### config.mk
export PLATFORM = sky130hd
export DESIGN_NAME = sudoku_cand_cell
export DESIGN_NICKNAME = d
export VERILOG_FILES = /design/src/rtl/sudoku_pkg.sv /design/src/rtl/sudoku_cand_stack.sv /design/src/rtl/sudoku_cand_cell.sv
export SDC_FILE = /design/constraint.sdc
export NUM_CORES = 1
export LEC_CHECK = 0
export ABC_AREA = 1
export CAP_MARGIN = 0
export CORE_UTILIZATION = 51
export CTS_CLUSTER_SIZE = 20
export DETAILED_ROUTE_END_ITERATION = 12
export PLACE_DENSITY_LB_ADDON = 0.15
export SLEW_MARGIN = 30
export SYNTH_ARGS = -nofsm -noshare
export SYNTH_HDL_FRONTEND = slang
export SYNTH_SLANG_ARGS = --single-unit
### constraint.sdc
create_clock -name clk -period 2.8 [get_ports clk]
set_input_delay 0.42 -clock clk [delete_from_list [all_inputs] [get_ports clk]]
set_output_delay 0.42 -clock clk [all_outputs]
set_load 0.005 [all_outputs]
### src/rtl/sudoku_pkg.sv
// Shared opcode/state types and helpers for the Sudoku candidate cell.
package sudoku_pkg;

   typedef enum logic [2:0] {
      OP_NOP       = 3'd0,
      OP_LOAD      = 3'd1,
      OP_ELIM      = 3'd2,
      OP_READ_VAL  = 3'd3,
      OP_READ_CAND = 3'd4,
      OP_CLEAR     = 3'd5,
      OP_GUESS     = 3'd6,
      OP_RESTORE   = 3'd7
   } cell_op_e;

   typedef enum logic {
      ST_IDLE = 1'b0,
      ST_RESP = 1'b1
   } cell_state_e;

   function automatic int digit_width(input int n);
      return $clog2(n + 1);
   endfunction

   // Only meaningful for one-hot input; zero-based bit position.
   function automatic logic [3:0] onehot_to_index(input logic [15:0] mask);
      logic [3:0] idx;
      idx = 4'd0;
      for (int i = 0; i < 16; i++) begin
         if (mask[i]) idx = idx | 4'(i);
      end
      return idx;
   endfunction

endpackage

### src/rtl/sudoku_cand_stack.sv
// Bounded LIFO holding saved {candidates, value} snapshots for guess/backtrack.
module sudoku_cand_stack #(
   parameter int W     = 13,
   parameter int DEPTH = 4
) (
   input  logic         clk,
   input  logic         rst_n,
   input  logic         clear,
   input  logic         push,
   input  logic         pop,
   input  logic [W-1:0] push_data,
   output logic [W-1:0] top_data,
   output logic         full,
   output logic         empty
);

   localparam int CW = $clog2(DEPTH + 1);
   localparam int AW = (DEPTH > 1) ? $clog2(DEPTH) : 1;

   logic [W-1:0]  mem [DEPTH];
   logic [CW-1:0] count;
   logic [CW-1:0] top_idx;

   assign top_idx  = count - CW'(1);
   assign top_data = mem[top_idx[AW-1:0]];
   assign full     = (count == CW'(DEPTH));
   assign empty    = (count == '0);

   always_ff @(posedge clk or negedge rst_n) begin
      if (!rst_n) begin
         count <= '0;
      end else if (clear) begin
         count <= '0;
      end else if (push && !full) begin
         count <= count + CW'(1);
      end else if (pop && !empty) begin
         count <= count - CW'(1);
      end
   end

   // Storage needs no reset: occupancy alone decides what is valid.
   always_ff @(posedge clk) begin
      if (push && !full && !clear) begin
         mem[count[AW-1:0]] <= push_data;
      end
   end

endmodule

### src/rtl/sudoku_cand_cell.sv
// One Sudoku grid cell: candidate mask, resolved value, guess stack, and a
// valid/ready command channel returning one response beat per command.
module sudoku_cand_cell
   import sudoku_pkg::*;
#(
   parameter int N     = 9,
   parameter int DEPTH = 4,
   parameter int VW    = digit_width(N)
) (
   input  logic          clk,
   input  logic          rst_n,
   input  logic          cmd_valid,
   output logic          cmd_ready,
   input  logic [2:0]    cmd_op,
   input  logic [VW-1:0] cmd_data,
   output logic          rsp_valid,
   input  logic          rsp_ready,
   output logic [N-1:0]  rsp_data,
   output logic          rsp_err,
   output logic [VW-1:0] value,
   output logic [N-1:0]  candidates,
   output logic          solved,
   output logic          fixed,
   output logic          conflict
);

   cell_state_e   state;
   cell_op_e      op;
   logic          accept;
   logic          bad_digit;
   logic [N-1:0]  digit_onehot;
   logic [N-1:0]  elim_mask;
   logic          elim_onehot;

   logic [VW-1:0] nxt_value;
   logic [N-1:0]  nxt_cand;
   logic          nxt_fixed;
   logic          nxt_conflict;
   logic          nxt_err;
   logic [N-1:0]  nxt_rsp;

   logic          stk_push;
   logic          stk_pop;
   logic          stk_clear;
   logic          stk_full;
   logic          stk_empty;
   logic [N+VW-1:0] stk_top;

   assign op           = cell_op_e'(cmd_op);
   assign accept       = (state == ST_IDLE) && cmd_valid;
   assign bad_digit    = (cmd_data > VW'(N));
   assign digit_onehot = (cmd_data == '0) ? '0
                       : ({{(N-1){1'b0}}, 1'b1} << (cmd_data - VW'(1)));
   assign elim_mask    = candidates & ~digit_onehot;
   assign elim_onehot  = (elim_mask != '0) && ((elim_mask & (elim_mask - N'(1))) == '0);

   // Decode the command into the post-update cell state and response payload.
   always_comb begin
      nxt_value    = value;
      nxt_cand     = candidates;
      nxt_fixed    = fixed;
      nxt_conflict = conflict;
      nxt_err      = 1'b0;
      nxt_rsp      = '0;
      stk_push     = 1'b0;
      stk_pop      = 1'b0;
      stk_clear    = 1'b0;
      case (op)
         OP_LOAD, OP_CLEAR: begin
            if (op == OP_LOAD && bad_digit) begin
               nxt_err = 1'b1;
            end else if (op == OP_CLEAR || cmd_data == '0) begin
               nxt_value    = '0;
               nxt_cand     = '1;
               nxt_fixed    = 1'b0;
               nxt_conflict = 1'b0;
               stk_clear    = 1'b1;
            end else begin
               nxt_value    = cmd_data;
               nxt_cand     = digit_onehot;
               nxt_fixed    = 1'b1;
               nxt_conflict = 1'b0;
               stk_clear    = 1'b1;
            end
         end
         OP_ELIM: begin
            if (bad_digit) begin
               nxt_err = 1'b1;
            end else if (cmd_data != '0) begin
               if (solved && cmd_data == value) begin
                  nxt_conflict = 1'b1;
               end else begin
                  nxt_cand = elim_mask;
                  if (elim_mask == '0) begin
                     nxt_conflict = 1'b1;
                  end else if (!solved && elim_onehot) begin
                     nxt_value = VW'({1'b0, onehot_to_index(16'(elim_mask))} + 5'd1);
                  end
               end
            end
         end
         OP_READ_VAL:  nxt_rsp = N'(value);
         OP_READ_CAND: nxt_rsp = candidates;
         OP_GUESS: begin
            if (bad_digit || cmd_data == '0 || fixed || solved ||
                (candidates & digit_onehot) == '0 || stk_full) begin
               nxt_err = 1'b1;
            end else begin
               stk_push  = 1'b1;
               nxt_value = cmd_data;
               nxt_cand  = digit_onehot;
            end
         end
         OP_RESTORE: begin
            if (stk_empty) begin
               nxt_err = 1'b1;
            end else begin
               stk_pop      = 1'b1;
               nxt_cand     = stk_top[N+VW-1:VW];
               nxt_value    = stk_top[VW-1:0];
               nxt_conflict = 1'b0;
            end
         end
         default: ;
      endcase
   end

   sudoku_cand_stack #(
      .W     (N + VW),
      .DEPTH (DEPTH)
   ) u_stack (
      .clk       (clk),
      .rst_n     (rst_n),
      .clear     (accept && stk_clear),
      .push      (accept && stk_push),
      .pop       (accept && stk_pop),
      .push_data ({candidates, value}),
      .top_data  (stk_top),
      .full      (stk_full),
      .empty     (stk_empty)
   );

   // Handshake FSM; cell state and response are captured only on accept.
   always_ff @(posedge clk or negedge rst_n) begin
      if (!rst_n) begin
         state      <= ST_IDLE;
         cmd_ready  <= 1'b1;
         rsp_valid  <= 1'b0;
         rsp_data   <= '0;
         rsp_err    <= 1'b0;
         value      <= '0;
         candidates <= '1;
         solved     <= 1'b0;
         fixed      <= 1'b0;
         conflict   <= 1'b0;
      end else begin
         case (state)
            ST_IDLE: begin
               if (cmd_valid) begin
                  state      <= ST_RESP;
                  cmd_ready  <= 1'b0;
                  rsp_valid  <= 1'b1;
                  rsp_data   <= nxt_rsp;
                  rsp_err    <= nxt_err;
                  value      <= nxt_value;
                  candidates <= nxt_cand;
                  solved     <= (nxt_value != '0);
                  fixed      <= nxt_fixed;
                  conflict   <= nxt_conflict;
               end
            end
            ST_RESP: begin
               if (rsp_ready) begin
                  state     <= ST_IDLE;
                  cmd_ready <= 1'b1;
                  rsp_valid <= 1'b0;
               end
            end
            default: state <= ST_IDLE;
         endcase
      end
   end

endmodule
==> Word-level counts from Yosys, hierarchy flattened <==
Memory sizes are Yosys's and may differ from the RTL's.
Index checks and enable logic that the tools add are counted.
{ "classes": {"addsub": 5, "order_cmp": 1, "n_eq_ne": 18, "shift": 1, "muxes": 67, "n_bitwise": 6, "n_reduce_logical": 38} }
{ "ops": {"columns": ["cell", "n"], "rows": [
  ["$mux 9", 8],
  ["$mux 4", 16],
  ["$pmux 9 s4", 1],
  ["$and 9x9->9", 3],
  ["$logic_not 9->1", 3],
  ["$mux 1", 26],
  ["$mux 3", 7],
  ["$pmux 9 s2", 1],
  ["$ne 2x2->1 const B", 8],
  ["$pmux 4 s4", 1],
  ["$eq 3x3->1 const B", 5],
  ["$reduce_bool 4->1", 3],
  ["$logic_and 1x1->1", 11],
  ["$not 9->9", 1],
  ["$reduce_and 9->1", 1],
  ["$reduce_bool 9->1", 1],
  ["$shl 1x4->9 const A", 1],
  ["$sub 9x1->9 const B", 1],
  ["$reduce_and 8->1", 1],
  ["$eq 3x2->1 const B", 2],
  ["$logic_or 1x1->1", 6],
  ["$pmux 1 s2", 3],
  ["$reduce_bool 3->1", 2],
  ["$add 4x1->4 const B", 1],
  ["17 further kinds", 23]
]} }
{ "totals": {"regBits": 32, "ramBits": 52, "input_bits": 11, "out_inout_bits": 28, "memories": 1} }
{ "mem_list": {"columns": ["memory", "depth", "word_bits", "rd", "rd_ports_with_merged_regs", "write_ports", "line", "rtl"], "rows": [
  ["u_stack.mem", 4, 13, 1, 0, 1, "sudoku_cand_stack.sv:20", "logic [W-1:0] mem [DEPTH];"]
]} }

==> Longest topological paths before layout <==
{ "logic_depth": {"word_depth": 27, "ltp_mapped": 17} }

==> Cells and area by module <==
A second synthesis with hierarchy kept.
{ "unflattened": {"cells_unflattened": 528, "area_unflattened_um2": 4636.9} }
{ "by_module_without_submodules": {"columns": ["mod", "instances", "cells_each", "area_per_inst_um2", "seq_area_each_um2"], "rows": [
  ["sudoku_cand_cell", 1, 354, 2321.0, 738.2],
  ["sudoku_cand_stack", 1, 174, 2316.0, 1636.6]
]} }

==> Worst setup path after synthesis <==
OpenSTA, ideal clock, no wires.
{ "synth_path": {"path_type": "reg-to-reg", "startpoint": "register u_stack.count[0]", "endpoint": "memory u_stack.mem[1][0], enable pin", "setup_ns": 0.382, "arrival_ns": 2.691, "t_required_ns": 2.418, "setup_slack_ns": -0.273, "stages_incl_launch_ff": 12, "path_buffers": 3, "cell_sequence": "dfrtp_1 > clkbuf_1 > inv_1 > clkbuf_1 > clkbuf_1 > ha_1 > a21oi_1 > nor3b_1 > nand2_1 > nor2_1 > nand2_1 > nor2_1"} }
{ "synth_via": {"elab_chain_cells": 9, "elab_cells_between_ends": 10, "classes_between": "eq/ne (1); mux (4); reduce/logical (5)"} }
{ "synth_rtl": {"columns": ["element", "line", "rtl"], "rows": [
  ["start: declaration", "sudoku_cand_stack.sv:21", "logic [CW-1:0] count;"],
  ["start signal: assignment", "sudoku_cand_stack.sv:35", "count <= count + CW'(1);"],
  ["start signal: assignment", "sudoku_cand_stack.sv:37", "count <= count - CW'(1);"],
  ["$eq 3x3->1", "sudoku_cand_stack.sv:26", "assign full = (count == CW'(DEPTH));"],
  ["$logic_or 1x1->1", "sudoku_cand_cell.sv:106", "(candidates & digit_onehot) == '0 || stk_full) begin"],
  ["$mux 1", "sudoku_cand_cell.sv:105", "if (bad_digit || cmd_data == '0 || fixed || solved ||"],
  ["$mux 1", "sudoku_cand_cell.sv:68", "case (op)"],
  ["$logic_and 1x1->1", "sudoku_cand_cell.sv:135", ".push (accept && stk_push),"],
  ["$logic_and 1x1->1 (2 in a row)", "sudoku_cand_stack.sv:43", "if (push && !full && !clear) begin"],
  ["$mux 1", "sudoku_cand_stack.sv:43", null],
  ["$mux 1 (not written as such)", "sudoku_cand_stack.sv:44", "mem[count[AW-1:0]] <= push_data;"],
  ["end: declaration", "sudoku_cand_stack.sv:20", null]
]} }
Several ways; a longest one is shown, not always the timed one.

==> Worst setup path in the final report <==
{ "layout_path": {"startpoint": "input port cmd_data[3]", "endpoint": "memory u_stack.mem[0][7], enable pin"} }
{ "layout_via": {"elab_chain_cells": 14, "elab_cells_between_ends": 24, "classes_between": "add/sub (1); order compare (1); shift (1); mux (7); bitwise (1); reduce/logical (13)"} }
{ "layout_rtl": {"columns": ["element", "line", "rtl"], "rows": [
  ["start: declaration", "sudoku_cand_cell.sv:15", "input logic [VW-1:0] cmd_data,"],
  ["$sub 4x1->4", "sudoku_cand_cell.sv:53", ": ({{(N-1){1'b0}}, 1'b1} << (cmd_data - VW'(1)));"],
  ["$shl 1x4->9", "sudoku_cand_cell.sv:53", null],
  ["$mux 9", "sudoku_cand_cell.sv:52", "assign digit_onehot = (cmd_data == '0) ? '0"],
  ["$and 9x9->9", "sudoku_cand_cell.sv:106", null],
  ["$logic_not 9->1", "sudoku_cand_cell.sv:106", null],
  ["$logic_or 1x1->1", "sudoku_cand_cell.sv:105", null],
  ["$logic_or 1x1->1", "sudoku_cand_cell.sv:106", null],
  ["$mux 1", "sudoku_cand_cell.sv:105", null],
  ["$mux 1", "sudoku_cand_cell.sv:68", null],
  ["$logic_and 1x1->1", "sudoku_cand_cell.sv:135", null],
  ["$logic_and 1x1->1", "sudoku_cand_stack.sv:43", null],
  ["$logic_and 1x1->1 *", "sudoku_cand_stack.sv:43", null],
  ["$mux 1 *", "sudoku_cand_stack.sv:43", null],
  ["$mux 1 (not written as such) *", "sudoku_cand_stack.sv:44", null]
]} }
Every way passes the cells marked *; elsewhere a longest branch is shown, timed or not.

==> metrics.txt <==
CP Capture Type=register; WL per Instance=17.28 um; Setup-failing EPs final=0; CP Class=primary input to register; Seq/Total Area, Yosys=between 50% and 60%; Crit path max-delay family=simple AND/OR/NAND/NOR gates; gp weighted congestion=1.063; CTS Sinks=84; CTS max path bufs=2; status=completed; antenna cells=0; Max Freq=399.3 MHz; CTS tree=yes; Yosys cell types=36; RSZ-0062 raised after global routing=no; asr flop ratio synth=38.10%; syn nets=between 500 and 600; DRC viols=0; Die Span X=95.13 um; DP HPWL=9074 um; cts bufs inserted=9; CP Cell Sequence=clkdlybuf4s50_1, nor2_1, nand2_1, o21ai_0, nor2_1, nand3_1, nand2_1, nor2_1, nand2_1, nor2_2, buf_12; 1st-iter DRT viols=between 200 and 250; Core Region=8299 um^2; routed via count=3974; Slew HR=around 67%; commonest cells in the netlist=nand2_1 (123), nor2_1 (78), edfxtp_1 (52); max_cap viols=0; Multi-input gate area=1812 um^2; WP data required=around 2900 ps; vias in the first global route=roughly 3700; top-count cell post-synth=nand2_1; crit path DAT=~2600 ps; H-Tree Depth=3; pwr dens=825.9 nW/um^2; Pre-antenna DRT Iters=7; FF+latch count, synth=84; placed instance count=684; initial antenna violation count=0; yosys synthesis warning count=0; Place WS=-33.14 ps; Final min period=2504 ps; post-CTS setup buffer count=0; Synth Cell Area=about 4400 um^2; Filler cells=just over 700; die area=between 9000 and 10000 um^2; Synth area leaders=edfxtp_1 (35%), dfrtp_1 (12%), nand2_1 (10%); Syn Area/Cell=between 8 and 9 um^2; crit path setup slack, layout=295.6 ps; Die Span Y=95.13 um; WP buf/inv=2; Hold Path Class=primary input to async pin; Main synth FF type=edfxtp_1; total wire length=between 10000 and 15000 um; starting density of the core=53.29%; CP startpoint kind=primary input; Buffers on Ports=38; Slew Limit Fails=0; Rows=33; share of cells above drive strength 1=between 10% and 20%; number of enable flip-flop cells after synthesis=52; Slew @ Worst Pin=496.1 ps; CTS root buf=clkbuf_8; sequential cell area=2375 um^2; Worst-Skew Late Latency=around 360 ps; Worst Skew=roughly 15 ps; CP max-delay cell=clkdlybuf4s50_1; VDD IR-drop max=about 0.00039 V; largest net degree at the start of global routing=33; CP Max Fanout=13; Post-CTS Resized=0; gr ovfl total=0; Final period util=89.44%; first-pass GRT wire length=18910 um; final std cells w/o fill=700; Detail Route Antenna Nets=0; Ports=39; CP peak stage delay=540 ps; final hold violations=0; top-area cell type share of the netlist area=35.30%; # hold bufs at CTS=0; Static Leak=~2.2 nW; GRT Util Overall=28.29%; final-stage net count=between 600 and 700; Vias/cell=5.677; Mapped Cells=519; area delta synth->final=22.60%; clk slew on worst S/H paths=100 ps; Yosys top cell by area=edfxtp_1
## sequential cells by signal, indices dropped and copies added (netlist names)
name           flops
rsp_data           9
value              4
fixed              1
candidates         9
state              1
conflict           1
rsp_err            1
rsp_valid          1
u_stack.count      3
cmd_ready          1
solved             1
u_stack.mem       52
## report_power, final
| group | leakage [nW] | switching, W | internal (W) |
|---|---|---|---|
| clock network | 0.106 | 0.000505 | 0.000436 |
| registers | 0.861 | 0.000254 | 0.00157 |
| logic | 1.28 | 0.00101 | 0.000699 |
## metal layers
metal / vias up / wire length, um / GRT usage, %
li1: 1915 / - / -
met1: 1858 / 5303 / 38.70
met2: 172 / 5569 / 44.05
met3: 29 / 876 / 5.423
met4: 0 / 347 / 11.74
met5: - / 0 / 0
## layout make-up
| type | count | share of cell area [%] |
|---|---|---|
| inverters | 49 | 3.392 |
| multi-input cells | 371 | 33.41 |
| repair buffers | 75 | 13.06 |
| well taps | 105 | 2.423 |
| flip-flops and latches | 84 | 43.79 |
| clock buffers | 9 | 2.284 |
| clock inverters | 7 | 1.638 |
## cells in the final DEF (no fill, tap or decap), types with 2 or more instances in the layout
cell type,synthesis,final
a21oi_1,23,23
a31oi_1,5,5
buf_12,0,4
buf_4,1,33
clkbuf_8,0,9
clkdlybuf4s50_1,0,38
clkinv_1,2,2
dfrtp_1,22,22
dfstp_2,10,10
edfxtp_1,52,52
ha_1,6,6
inv_1,44,44
inv_2,3,3
inv_8,0,3
nand2_1,123,123
nand2_2,6,6
nand3_1,20,20
nand4_1,3,3
nor2_1,78,74
nor2_2,4,8
nor2_4,3,3
nor3_1,3,3
nor3b_1,2,2
o2111ai_1,3,3
o211ai_1,4,4
o21ai_0,47,47
o21ai_1,6,6
o21bai_1,2,2
o221ai_1,7,7
o22ai_1,14,14
o31ai_1,4,4
xor2_1,2,2
## final timing paths
path	endpoint	slack, ps	from	cells after the start
worst min register to register	cmd_ready	470	cmd_ready	2
max in group asynchronous	candidates[4]	2000	rst_n	2
min in group clk	cmd_ready	470	cmd_ready	2
worst max register to register	u_stack.mem[0][7]	450	u_stack.count[1]	9
worst max-delay path	u_stack.mem[0][7]	300	cmd_data[3]	11
worst min-delay path	rsp_valid	450	rst_n	2
## worst reg2reg max path, stage by stage (launching register included)
cell     delay (ps)
dfrtp_1         380
inv_1            90
ha_1            220
a21oi_1         180
nor3b_1         340
nand2_1         120
nor2_1          140
nand2_1         210
nor2_2          210
buf_12          160
## cell families (layout without fill, tap and decap cells)
logic type / count (synthesis) / after routing / share of synthesized area, %
flip-flops: 84 / 84 / 53.69
buffers and inverters: 64 / 140 / 5.573
adder cells (fa/ha/maj): 6 / 6 / 1.697
AO/OA/AOI/OAI: 118 / 118 / 15.53
XOR/XNOR: 3 / 3 / 0.5942
AND/OR/NAND/NOR: 244 / 244 / 22.91
## stage by stage
step,instance area [um^2],TNS (ps),hold slack (ps),total power (W),utilization [%]
2_1_floorplan,4433,-5842,124.4,0.002776,-
3_3_place_gp,5210,0,456.1,0.003518,62.78
3_5_place_dp,5210,-955.9,463.2,0.003539,62.78
4_1_cts,5423,0,450.8,0.004478,65.34
5_1_grt,5423,0,494.9,0.004736,65.34
6_report,5423,0,448.8,0.004479,65.34
(Power assumes the default switching activity.)
